--- config.mk ---
export PLATFORM = sky130hd
export DESIGN_NAME = audio_pwm_dac_flat
export DESIGN_NICKNAME = d
export VERILOG_FILES = /design/src/rtl/audio_pkg.sv /design/src/rtl/audio_pwm_dac_if.sv /design/src/rtl/audio_sample_fifo.sv /design/src/rtl/audio_pwm_dac.sv /design/src/flat_wrapper.sv
export SDC_FILE = /design/constraint.sdc
export NUM_CORES = 1
export LEC_CHECK = 0
export ABC_AREA = 1
export CORE_ASPECT_RATIO = 1.1
export CORE_UTILIZATION = 40
export CTS_BUF_LIST = sky130_fd_sc_hd__clkbuf_4 sky130_fd_sc_hd__clkbuf_8 sky130_fd_sc_hd__clkbuf_16
export CTS_CLUSTER_DIAMETER = 30
export DETAILED_ROUTE_END_ITERATION = 7
export DONT_BUFFER_PORTS = 1
export GPL_TIMING_DRIVEN = 0
export HOLD_SLACK_MARGIN = 0.1
export PLACE_DENSITY = 0.63
export REMOVE_ABC_BUFFERS = 1
export SLEW_MARGIN = 10
export SYNTH_ARGS = -nofsm -noshare
export SYNTH_HDL_FRONTEND = slang
export SYNTH_SLANG_ARGS = --single-unit
--- constraint.sdc ---
create_clock -name wb_clk_i -period 2 [get_ports wb_clk_i]
set_input_delay 0.4 -clock wb_clk_i [delete_from_list [all_inputs] [get_ports wb_clk_i]]
set_output_delay 0.4 -clock wb_clk_i [all_outputs]
set_load 0.05 [all_outputs]
--- src/rtl/audio_pkg.sv ---
// Shared audio-path definitions: sample format, midscale code, PWM resolution
// and the volume scaler used when a sample is loaded into the PWM duty register.
package audio_pkg;

  localparam int unsigned AUD_SAMPLE_W = 8;
  localparam logic [7:0]  AUD_MIDSCALE = 8'h80;
  localparam int unsigned PWM_STEPS    = 256;

  typedef logic [AUD_SAMPLE_W-1:0] aud_sample_t;

  // Attenuate around midscale; an arithmetic shift of the signed offset keeps the result in 0..255.
  function automatic aud_sample_t scale_sample(input aud_sample_t sample, input logic [2:0] volume);
    logic signed [8:0] offset;
    logic signed [8:0] scaled;
    offset = $signed({1'b0, sample}) - 9'sd128;
    scaled = 9'sd128 + (offset >>> volume);
    return aud_sample_t'(scaled);
  endfunction

endpackage

--- src/rtl/audio_pwm_dac_if.sv ---
// Valid/ready sample stream feeding the PWM DAC.
interface audio_pwm_dac_if;
  import audio_pkg::*;

  logic        valid;
  aud_sample_t data;
  logic        ready;

  modport master (output valid, output data, input ready);
  modport slave  (input valid, input data, output ready);

endinterface

--- src/rtl/audio_sample_fifo.sv ---
// Small synchronous sample FIFO with asynchronous clear and synchronous flush.
module audio_sample_fifo
  import audio_pkg::*;
#(
  parameter int unsigned DEPTH = 4
) (
  input  logic                     clk,
  input  logic                     rst,
  input  logic                     flush,
  input  logic                     push,
  input  logic                     pop,
  input  aud_sample_t              wdata,
  output aud_sample_t              rdata,
  output logic                     full,
  output logic                     empty,
  output logic [$clog2(DEPTH):0]   level
);

  localparam int unsigned AW = $clog2(DEPTH);

  aud_sample_t   mem [DEPTH];
  logic [AW-1:0] wr_ptr;
  logic [AW-1:0] rd_ptr;
  logic [AW:0]   count;

  always_ff @(posedge clk or posedge rst) begin
    if (rst) begin
      wr_ptr <= '0;
      rd_ptr <= '0;
      count  <= '0;
      for (int unsigned i = 0; i < DEPTH; i++) mem[i] <= '0;
    end else if (flush) begin
      wr_ptr <= '0;
      rd_ptr <= '0;
      count  <= '0;
    end else begin
      if (push) begin
        mem[wr_ptr] <= wdata;
        wr_ptr      <= wr_ptr + 1'b1;
      end
      if (pop) rd_ptr <= rd_ptr + 1'b1;
      if (push && !pop)      count <= count + 1'b1;
      else if (pop && !push) count <= count - 1'b1;
    end
  end

  assign rdata = mem[rd_ptr];
  assign full  = (count == (AW+1)'(DEPTH));
  assign empty = (count == '0);
  assign level = count;

endmodule

--- src/rtl/audio_pwm_dac.sv ---
// Audio output stage: buffers PCM samples, scales them by volume at each PWM
// period boundary and drives a 256-step PWM pin plus the amplifier enable.
module audio_pwm_dac
  import audio_pkg::*;
#(
  parameter int unsigned PRESCALE_MAX = 2,
  parameter int unsigned FIFO_DEPTH   = 4,
  parameter bit          HOLD_LAST    = 1'b1
) (
  input  logic                          wb_clk_i,
  input  logic                          wb_rst_i,
  input  logic                          enable_i,
  input  logic                          mute_i,
  input  logic [2:0]                    volume_i,
  audio_pwm_dac_if.slave                s,
  output logic                          aud_pwm,
  output logic                          aud_sd,
  output logic                          period_tick_o,
  output logic                          underrun_o,
  output logic [$clog2(FIFO_DEPTH):0]   fifo_level_o
);

  localparam int unsigned CW = $clog2(PWM_STEPS);

  logic [5:0]    presc;
  logic [CW-1:0] cnt;
  aud_sample_t   duty;
  aud_sample_t   head;
  logic          full, empty;
  logic          tick, boundary, push, pop;

  assign tick     = enable_i && (presc == 6'(PRESCALE_MAX));
  assign boundary = tick && (cnt == CW'(PWM_STEPS - 1));

  // Reset gates ready so the stream never sees a handshake while state is held clear.
  assign s.ready       = enable_i && !full && !wb_rst_i;
  assign push          = s.valid && s.ready;
  assign pop           = boundary && !empty;
  assign period_tick_o = boundary;
  assign underrun_o    = boundary && empty;

  audio_sample_fifo #(
    .DEPTH (FIFO_DEPTH)
  ) u_fifo (
    .clk   (wb_clk_i),
    .rst   (wb_rst_i),
    .flush (!enable_i),
    .push  (push),
    .pop   (pop),
    .wdata (s.data),
    .rdata (head),
    .full  (full),
    .empty (empty),
    .level (fifo_level_o)
  );

  always_ff @(posedge wb_clk_i or posedge wb_rst_i) begin
    if (wb_rst_i) begin
      presc   <= '0;
      cnt     <= '0;
      duty    <= AUD_MIDSCALE;
      aud_pwm <= 1'b0;
      aud_sd  <= 1'b0;
    end else if (!enable_i) begin
      presc   <= '0;
      cnt     <= '0;
      duty    <= AUD_MIDSCALE;
      aud_pwm <= 1'b0;
      aud_sd  <= 1'b0;
    end else begin
      presc <= tick ? '0 : presc + 1'b1;
      if (tick) cnt <= cnt + 1'b1;
      if (boundary) begin
        if (!empty)         duty <= scale_sample(head, volume_i);
        else if (!HOLD_LAST) duty <= AUD_MIDSCALE;
      end
      aud_pwm <= !mute_i && (cnt < duty);
      aud_sd  <= !mute_i;
    end
  end

endmodule

--- src/flat_wrapper.sv ---
// flat-port wrapper written by rule: the top's interface ports become plain ports
module audio_pwm_dac_flat import audio_pkg::*;
#(
  parameter int unsigned PRESCALE_MAX = 2,
  parameter int unsigned FIFO_DEPTH   = 4,
  parameter bit          HOLD_LAST    = 1'b1
)
  (wb_clk_i, wb_rst_i, enable_i, mute_i, volume_i, aud_pwm, aud_sd, period_tick_o, underrun_o, fifo_level_o, s_valid, s_data, s_ready);
  audio_pwm_dac_if s_i ();
  input  logic wb_clk_i;
  input  logic wb_rst_i;
  input  logic enable_i;
  input  logic mute_i;
  input  logic [2:0] volume_i;
  output logic aud_pwm;
  output logic aud_sd;
  output logic period_tick_o;
  output logic underrun_o;
  output logic [$clog2(FIFO_DEPTH):0] fifo_level_o;
  input wire logic [$bits(s_i.valid)-1:0] s_valid;
  input wire logic [$bits(s_i.data)-1:0] s_data;
  output wire logic [$bits(s_i.ready)-1:0] s_ready;
  assign s_i.valid = s_valid;
  assign s_i.data = s_data;
  assign s_ready = s_i.ready;
  audio_pwm_dac #(.PRESCALE_MAX(PRESCALE_MAX), .FIFO_DEPTH(FIFO_DEPTH), .HOLD_LAST(HOLD_LAST)) u_core (.wb_clk_i(wb_clk_i), .wb_rst_i(wb_rst_i), .enable_i(enable_i), .mute_i(mute_i), .volume_i(volume_i), .s(s_i), .aud_pwm(aud_pwm), .aud_sd(aud_sd), .period_tick_o(period_tick_o), .underrun_o(underrun_o), .fifo_level_o(fifo_level_o));
endmodule
======== Word-level counts from Yosys, hierarchy flattened ========
Cells that the tools add are included.
storage, ports and cells
  flip-flop bits (word level) ............. 63
  input port bits ......................... 16
  output and inout bits ................... 8
  word-level logic and storage cells ...... 78
cells by class
  add/sub/neg operators ................... 8
  $lt $le $gt $ge ......................... 4
  equal/unequal tests ..................... 9
  shifts and indexed selects .............. 1
  muxes and demuxes ....................... 22
  bitwise logic cells ..................... 2
  reduce and logical (&&, ||, !) cells .... 20
operator list
  kind                   count
  $mux W8                8
  $bwmux W32             1
  $bmux W8 S2            1
  $demux W8 S2           1
  $mux W6                2
  $logic_and A1 B1 Y1    11
  $mux W3                3
  $sshr A9 B3 Y8         1
  $sub A8 B8 Y9 const B  1
  $add A8 B1 Y8 const B  1
  $add A8 B8 Y8 const A  1
  $eq A8 B8 Y1 const B   1
  $lt A8 B8 Y1           1
  $mux W2                4
  $ne A2 B1 Y1 const B   4
  $add A6 B1 Y6 const B  1
  $eq A6 B2 Y1 const B   1
  $ge A3 B3 Y1 const B   2
  $logic_not A1 Y1       6
  $not A2 Y3             2
  $add A2 B1 Y2 const B  2
  $reduce_and A2 Y1      2
  $add A3 B1 Y3 const B  1
  $eq A3 B3 Y1 const B   1
  other kinds (6)        7

======== Depth between registers and ports, before layout ========
Gate-level depths: netlist (run 1).
  depth after elaboration ................. 10
  depth in mapped cells ................... 12
  mapped depth without buffers ............ 12

======== Modules after synthesis ========
Synthesis (run 1) repeated with hierarchy kept, for this count alone.
unflattened totals
  cell total of the unflattened synthesis .. 435
  area total of the unflattened synthesis .. 3,510.9 µm²
by module, submodules not included
  module             times used  cells each  area each (µm²)  seq. area each (µm²)
  audio_sample_fifo  1           215         1,930.6          975.9
  audio_pwm_dac      1           220         1,580.3          601.8

======== Worst setup path after synthesis (run 1) ========
Ideal clock, no wire load.
  kind .................................... in2reg
  start point ............................. input port wb_rst_i
  end point ............................... register u_core.u_fifo.count[1], in the netlist u_core.u_fifo.level[1]
  setup time .............................. 0.077 ns
  arrival time ............................ 2.997 ns
  data required time ...................... 1.923 ns
  path slack .............................. -1.073 ns
  stages .................................. 9
  path buffers ............................ 0
  cell sequence ........................... inv_1 -> nand4_4 -> inv_6 -> nand2_4 -> inv_1 -> fa_1 -> inv_1 -> nand2_1 -> o21ai_1
between the ends
  longest elaborated chain between the ends .. 6
  elaborated cells on any way between the ends .. 9
  those cells by class .................... 1 x eq/ne; 2 x mux; 6 x reduce/logical
RTL lines
  element                                                          RTL line                                          RTL
  from (decl)                                                      flat_wrapper.sv:11                                input logic wb_rst_i;
  $logic_not A1 Y1 (*)                                             audio_pwm_dac.sv:36                               assign s.ready = enable_i && !full && !wb_rst_i;
  $logic_and A1 B1 Y1 (*)                                          audio_pwm_dac.sv:36
  $logic_and A1 B1 Y1 (*)                                          audio_pwm_dac.sv:37                               assign push = s.valid && s.ready;
  $logic_not A1 Y1 / $logic_and A1 B1 Y1 (equally long branches)   audio_sample_fifo.sv:43, audio_sample_fifo.sv:42
  $logic_and A1 B1 Y1 / $mux W3 (equally long branches)            audio_sample_fifo.sv:43, audio_sample_fifo.sv:42
  $ne A3 B1 Y1 (no source line) / $mux W3 (equally long branches)  n/a
  to (signal assigned)                                             audio_sample_fifo.sv:42                           if (push && !pop) count <= count + 1'b1;
  to (signal assigned)                                             audio_sample_fifo.sv:43                           else if (pop && !push) count <= count - 1'b1;
  to (decl)                                                        audio_sample_fifo.sv:24                           logic [AW:0] count;
Mark *: on every way between the ends. The rest lies on a longest branch, timed or not.
A chain may end at the register's enable or synchronous reset.

======== Final worst setup path (run 1) ========
  start point ............................. register u_core.u_fifo.count[2], in the netlist u_core.u_fifo.level[2]
  end point ............................... output port underrun_o
between the ends
  longest elaborated chain between the ends .. 2
RTL lines
  element              RTL line                 RTL
  $logic_not A3 Y1     audio_sample_fifo.sv:49  assign empty = (count == '0);
  $logic_and A1 B1 Y1  audio_pwm_dac.sv:40      assign underrun_o = boundary && empty;
  to (decl)            flat_wrapper.sv:18       output logic underrun_o;
No other way between the ends.

==> results.yml, run 1 <==
run_status:
  outcome: "finished, violations left"
  violations: "negative setup slack"
power:
  p_leak_uw: 0.00190
  switching_share_pct: 32.4
  pwr-share-seq_pct: 45.1
  power.switching_uw: 1240
  power.share.clock_pct: 32.2
  p_int_uw: 2580
  max-vdd-ir-drop_uv: 551
  power_density_nw_per_um2: 976
  pwr-share-comb_pct: 22.7
global_routing:
  grt_max_degree: 54
  grt_overflow: 0
  track_usage_pct: 17.7
  antenna_found_initial: 0
  grt_pass1_vias: 2768
  grt_pass1_wl_um: 12700
sta:
  slew_viol_final: 0
  hold_viol: 0
  worst_slack_ns: -0.0795
  min_period_over_period_pct: 104
  min_period_ns: 2.08
  final.setup.tns_ns: -0.0795
  timing.hold.ws_ns: 0.0130
  finClkSkew_ns: 0.00884
  max_freq_mhz: 481
  setup-violations-final: 1
  worst_pin_slew_ns: 0.650
  rsz0062_at_grt: "yes"
  max_slew_margin_pct: 56.7
route:
  drt_wl_total_um: 7120
  drtAntennaViolNets: 0
  drc_errors: 0
  via_count: 2732
  drt_iter0_drc: 128
  drt-pass1-iter-count: 4
  vias_per_cell: 4.99
  detail_route.wl_per_cell_um: 13.0
placed_design:
  gp_congestion: 0.825
  io_buffers: 0
  dp.cells: 516
  placed_area_um2: 3490
  dp_hpwl_um: 4770
clock_tree:
  numCtsBuffers: 9
  cts-hold-fix-buffers: 1
  clk_latency_ns: 0.35
  cts.sinks: 63
  cts.clk_slew.worst_paths_ns: 0.08
  cts_buffer_depth: 2
  cts_tree: "yes"
  htree_levels: 3
  clockRootBuffer: "clkbuf_8"
cells_and_area:
  layout.cells.non_filler: 547
  area_growth_pct: 13.3
  nets: 462
  antenna_cells: 0
  final_area_um2: 3910
  drive_gt1_share_pct: 17.0
floorplan:
  fp.coreArea_um2: 8360
  die_height_um: 99.4
  initial_utilization_pct: 41.2
  die-width_um: 90.5
  ioPinCount: 24
  die_area_um2: 8990
  core.rowCount: 35
setup_path:
  end_kind: "primary output"
  crit_start: "u_core.u_fifo.level[2]"
  worstReg2RegStart: "u_core.presc[0]"
  cp_max_fo: 5
  critical_path_arrival_ns: 1.68
  worst_setup_path_start_kind: "flip-flop"
  critPathRequiredTime_ns: 1.60
  critPathKind: "flip-flop to primary output"
logic_synthesis:
  async_reset_ff_share_pct: 100
  syn_area_per_cell_um2: 8.25
  syn_inst: 418
  synth_area_leaders: "dfrtp_1 (45%), nand2_1 (13%), nand3_1 (7.5%)"
  yosysSeqAreaShare_pct: 45.8
  ys.warnings.count: 0
  synthFlopType: "dfrtp_1"
  yosysTopAreaCell: "dfrtp_1"
  synth.most_common_cell: "nand2_1"
  synth_top_area_share_pct: 45.0
  synth_seq_cells: 63
  synth_edf_count: 0
  netlist_area_um2: 3450
  ys_types: 39
  synthTopCellsByCount: "nand2_1 (123), dfrtp_1 (62), nand3_1 (52)"
min_path:
  hold_class: "input pin to async pin"
flow_run:
  maxCapViolCount: 0
==> worst max-delay path, cell delays in order (launching register included) <==
cell and delay [ns]:
dfrtp_2 0.54, nand3b_1 0.29, buf_4 0.19, nor2_4 0.30
==> logic make-up (layout without fill, tap and decap cells) <==
kind of cell / count (synthesis) / after routing / share of synthesized area [%]
compound gates: 62 / 62 / 9.62
simple gates: 220 / 220 / 30.3
xor+xnor: 4 / 4 / 1.02
fa+ha+maj: 15 / 15 / 5.66
buf+inv: 54 / 72 / 7.66
flops: 63 / 63 / 45.8
==> registers in the layout, indices dropped and copies added, names as in the netlist <==
signal	cells
u_core.u_fifo.mem	32
u_core.cnt	8
u_core.duty	8
u_core.presc	6
u_core.u_fifo.level	3
u_core.u_fifo.rd_ptr	2
u_core.u_fifo.wr_ptr	2
u_core.aud_pwm	1
u_core.aud_sd	1
==> stage by stage <==
stage | util [%] | power (uW) | setup slack (ns)
6_report | 46.7 | 3810 | -0.0795
5_1_grt | 46.7 | 4070 | -0.148
4_1_cts | 46.1 | 3840 | -0.0767
3_5_place_dp | 41.7 | 2500 | -0.358
3_3_place_gp | 41.7 | 2470 | -1.75
2_1_floorplan | - | 2340 | -1.07
==> routing by layer <==
metal  track usage [%]  vias up  wire [um]
met2              30.1       36       3440
met4              8.68        0        122
li1                  -     1384          -
met1              21.6     1301       3330
met5                 0        -          0
met3              3.59       11        224
==> cell usage in the layout, fill, tap and decap left out, drive strengths merged, types with 8 or more instances in the layout <==
| master | count |
|---|---|
| buf | 14 |
| clkbuf | 10 |
| nand2 | 131 |
| dfrtp | 62 |
| ha | 14 |
| o21ai | 48 |
| nor2 | 23 |
| nand3 | 55 |
| a21oi | 8 |
| inv | 39 |
==> cell type report <==
cell class / instances / area (um2)
sequential: 63 / 1580
fill: 855 / 4460
timing repair buffer: 15 / 115
clock buffer: 10 / 131
inverter: 41 / 173
tap: 111 / 139
clock inverter: 6 / 85.1
multi-input combinational: 301 / 1680
==> worst paths after layout <==
kind,endpoint,slack (ns),cells after the start
min,u_core.u_fifo.mem[14],0.01,1
min reg2reg,u_core.duty[1],0.49,2
max reg2reg,u_core.u_fifo.level[2],0.05,12
max,underrun_o,-0.08,3
max in group asynchronous,u_core.u_fifo.rd_ptr[0],0.51,2
min in group wb_clk_i,u_core.aud_sd,0.13,1
==> power by group through the flow <==
stage                     Combinational, uW  Sequential (uW)  Clock, uW
final                                   866             1720       1230
after global routing                   1010             1740       1310
after CTS                               861             1720       1260
after detailed placement                766             1730          0
after global placement                  747             1730          0
after floorplan                         646             1700          0
==> repair_timing <==
item,4_1_cts,5_1_grt
gates resized for setup,21,5
pin swaps,7,4
hold endpoints to repair,12,50
buffers inserted,10,4
endpoints found under the setup margin,5,12
Power figures use the tool's default switching activity.
==> run 2, diff against run 1 <==
- ABC_AREA: 1 -> not set
==> run 2 against run 1 <==
The flow still finishes with violations (negative setup slack). Synthesized area is 2.8% lower. Non-clock buffer count up 20. Wire length is 5.0% lower.
==> results.yml, run 2 <==
logic_synthesis:
  synthFlopType: "dfrtp_1"
  yosysSeqAreaShare_pct: 47.1
  yosysTopAreaCell: "dfrtp_1"
  yosys.area_share.simple_pct: 12.5
  ys.warnings.count: 0
  synth_top_family_by_area: "multiplexers"
  synth_fa_ha_area_share_pct: 5.82
  synth_area_leaders: "dfrtp_1 (46%), mux2_2 (10%), ha_1 (5.2%)"
  syn_inst: 292
  netlist_area_um2: 3350
  synth_edf_count: 0
  async_reset_ff_share_pct: 100
  synth_compound_area_share_pct: 6.27
  yosys-mux-area-fraction_pct: 20.3
  ys_types: 43
  synthXorXnorAreaFrac_pct: 3.40
  synthTopCellsByCount: "dfrtp_1 (62), mux2_2 (30), nand2_1 (25)"
  synth.most_common_cell: "dfrtp_1"
  syn_area_per_cell_um2: 11.5
  synth_top_area_share_pct: 46.3
  synth_seq_cells: 63
route:
  drtAntennaViolNets: 0
  drt-pass1-iter-count: 4
  via_count: 2210
  vias_per_cell: 5.03
  drt_wl_total_um: 6760
  detail_route.wl_per_cell_um: 15.4
  drt_iter0_drc: 50
  drc_errors: 0
sta:
  min_period_ns: 2.52
  rsz0062_at_grt: "yes"
  max_freq_mhz: 397
  slew_viol_final: 0
  hold_viol: 0
  worst_pin_slew_ns: 0.772
  min_period_over_period_pct: 126
  setup-violations-final: 36
  max_slew_margin_pct: 48.5
  timing.hold.ws_ns: 0.0822
  worst_slack_ns: -0.516
  finClkSkew_ns: 0.00794
setup_path:
  crit_start: "u_core.presc[5]"
  end_kind: "primary output"
  critical_path_arrival_ns: 2.12
  cpLargestDelayFamily: "simple AND/OR/NAND/NOR gates"
  worst_setup_path_start_kind: "flip-flop"
  worstPathCellList: "nor4_4 -> and2_4 -> nand2_4 -> nor4_2 -> buf_4 -> buf_1 -> and2_4"
  slowest_stage: "dfrtp_1"
  cp_max_fo: 2
  worstReg2RegStart: "u_core.presc[5]"
  path_buf_inv: 2
  path_common_cell: "and2_4"
  critPathKind: "flip-flop to primary output"
  cp_num_cells: 7
  slowest_delay_ns: 0.42
  reg2reg_depth: 9
  cp-endpoint: "underrun_o"
  reg2reg_to: "u_core.u_fifo.level[2]"
  r2r_setup_slack_ns: -0.20
  critPathRequiredTime_ns: 1.60
power:
  max-vdd-ir-drop_uv: 375
  power_uw: 3180
  power_density_nw_per_um2: 774
  p_leak_uw: 0.00182
cells_and_area:
  drive_gt1_share_pct: 37.5
  layout_common_cells: "dfrtp_1 (56), mux2_2 (29), nor2_1 (22), nand2_1 (22), buf_4 (21)"
  largest_reg_flops: 32
  final_area_um2: 4110
  antenna_cells: 0
  final_util_pct: 51.4
  regMostFlops: "u_core.u_fifo.mem"
  area_growth_pct: 22.6
  nFillCells: 749
  top_regs: "u_core.u_fifo.mem: 32 flops, u_core.cnt: 8 flops, u_core.duty: 8 flops"
  nets: 358
  layout_commonest_cell: "dfrtp_1"
clock_tree:
  cts_buffer_depth: 2
  cts_tree: "yes"
  clk_latency_ns: 0.34
  numCtsBuffers: 9
  htree_levels: 3
  cts.clk_slew.worst_paths_ns: 0.07
  clockRootBuffer: "clkbuf_8"
  cts.sinks: 63
min_path:
  hold_class: "input pin to async pin"
floorplan:
  die_area_um2: 8750
  die-width_um: 89.3
  initial_utilization_pct: 41.9
  core.rowCount: 34
  fp.coreArea_um2: 8000
  ioPinCount: 24
  die_height_um: 98.0
placed_design:
  io_buffers: 0
  gp_congestion: 0.752
  dp_hpwl_um: 4290
  placed_area_um2: 3440
  post-place-ws_ns: -0.767
global_routing:
  antenna_found_initial: 0
  grt_pass1_vias: 2245
  grt_overflow: 0
  track_usage_pct: 16.3
  grt_max_degree: 64
  grt_pass1_wl_um: 10700
run_status:
  outcome: "finished, violations left"
  violations: "negative setup slack"
flow_run:
  maxCapViolCount: 0
-- run 2: cell count changes in the layout (fill, tap and decap cells not counted), sizes merged, moves of 4 or more --
| cell | delta |
|---|---|
| mux4 | +7 |
| o21ai | -38 |
| xor2 | +4 |
| mux2i | +13 |
| xnor2 | +5 |
| inv | -22 |
| a21oi | +5 |
| nand2 | -102 |
| nor2b | +6 |
| mux2 | +35 |
| buf | +20 |
| nand3 | -48 |
-- run 2: where the power goes --
| group | switching (uW) | internal, uW |
|---|---|---|
| Clock | 462 | 738 |
| Sequential | 92.5 | 1380 |
| Combinational | 230 | 275 |
| Total | 785 | 2400 |
-- run 2: worst reg2reg max path, stage by stage, from the launching register on --
cell	delay (ns)
dfrtp_1	0.42
nor4_4	0.32
buf_4	0.18
nand4_4	0.12
nor3_4	0.23
nor2_4	0.06
fa_2	0.33
and3_1	0.15
nor2_1	0.12
mux2i_1	0.19
-- run 2: how the worst min path moves through the flow --
stage	start	endpoint	slack [ns]	depth (start not counted)
after floorplan	u_core.presc[0]	u_core.presc[0]	0.45	1
after global placement	mute_i	u_core.aud_sd	0.46	1
after detailed placement	mute_i	u_core.aud_sd	0.46	1
after CTS	mute_i	u_core.aud_sd	0.10	1
after global routing	enable_i	u_core.duty[7]	0.12	1
final	wb_rst_i	u_core.presc[5]	0.08	1
-- run 2: layout make-up --
cell class,instances,area [um2],area share (%)
repair buffers,35,307,7.46
multi-input cells,201,1800,43.7
flip-flops and latches,63,1590,38.7
inverters,17,66.3,1.61
clock buffers,11,145,3.53
clock inverters,4,70.1,1.70
well taps,108,135,3.29
-- run 2: logic make-up (layout without fill, tap and decap cells) --
group	count (synthesis)	count (layout)
and+or+nand+nor	84	84
DFF	63	63
muxes	55	55
AOI/OAI and AO/OA	34	34
buffers and inverters	28	67
adders and majority gates	15	15
xor gates and xnor gates	13	13
-- run 2: per-stage QoR --
stage | TNS, ns | cells
final | -1.62 | 439
after global routing | -4.83 | 439
after CTS | -2.66 | 426
after detailed placement | -19.80 | 393
after global placement | -99.51 | 389
after floorplan | -48.83 | 281
-- run 2: what timing repair did --
item / 4_1_cts / 5_1_grt
hold endpoints to repair: 0 / 1
hold buffers: 0 / 1
buffers inserted: 18 / 14
gates resized for setup: 40 / 19
pin swaps: 10 / 12
endpoints found under the setup margin: 49 / 47
-- run 2: metal layers --
| metal | wire [um] | up-vias | global-route usage, % |
|---|---|---|---|
| li1 | - | 1084 | - |
| met3 | 316 | 6 | 7.19 |
| met1 | 2950 | 1088 | 18.6 |
| met2 | 3440 | 32 | 27.2 |
| met5 | 0 | - | 0 |
| met4 | 56 | 0 | 4.76 |
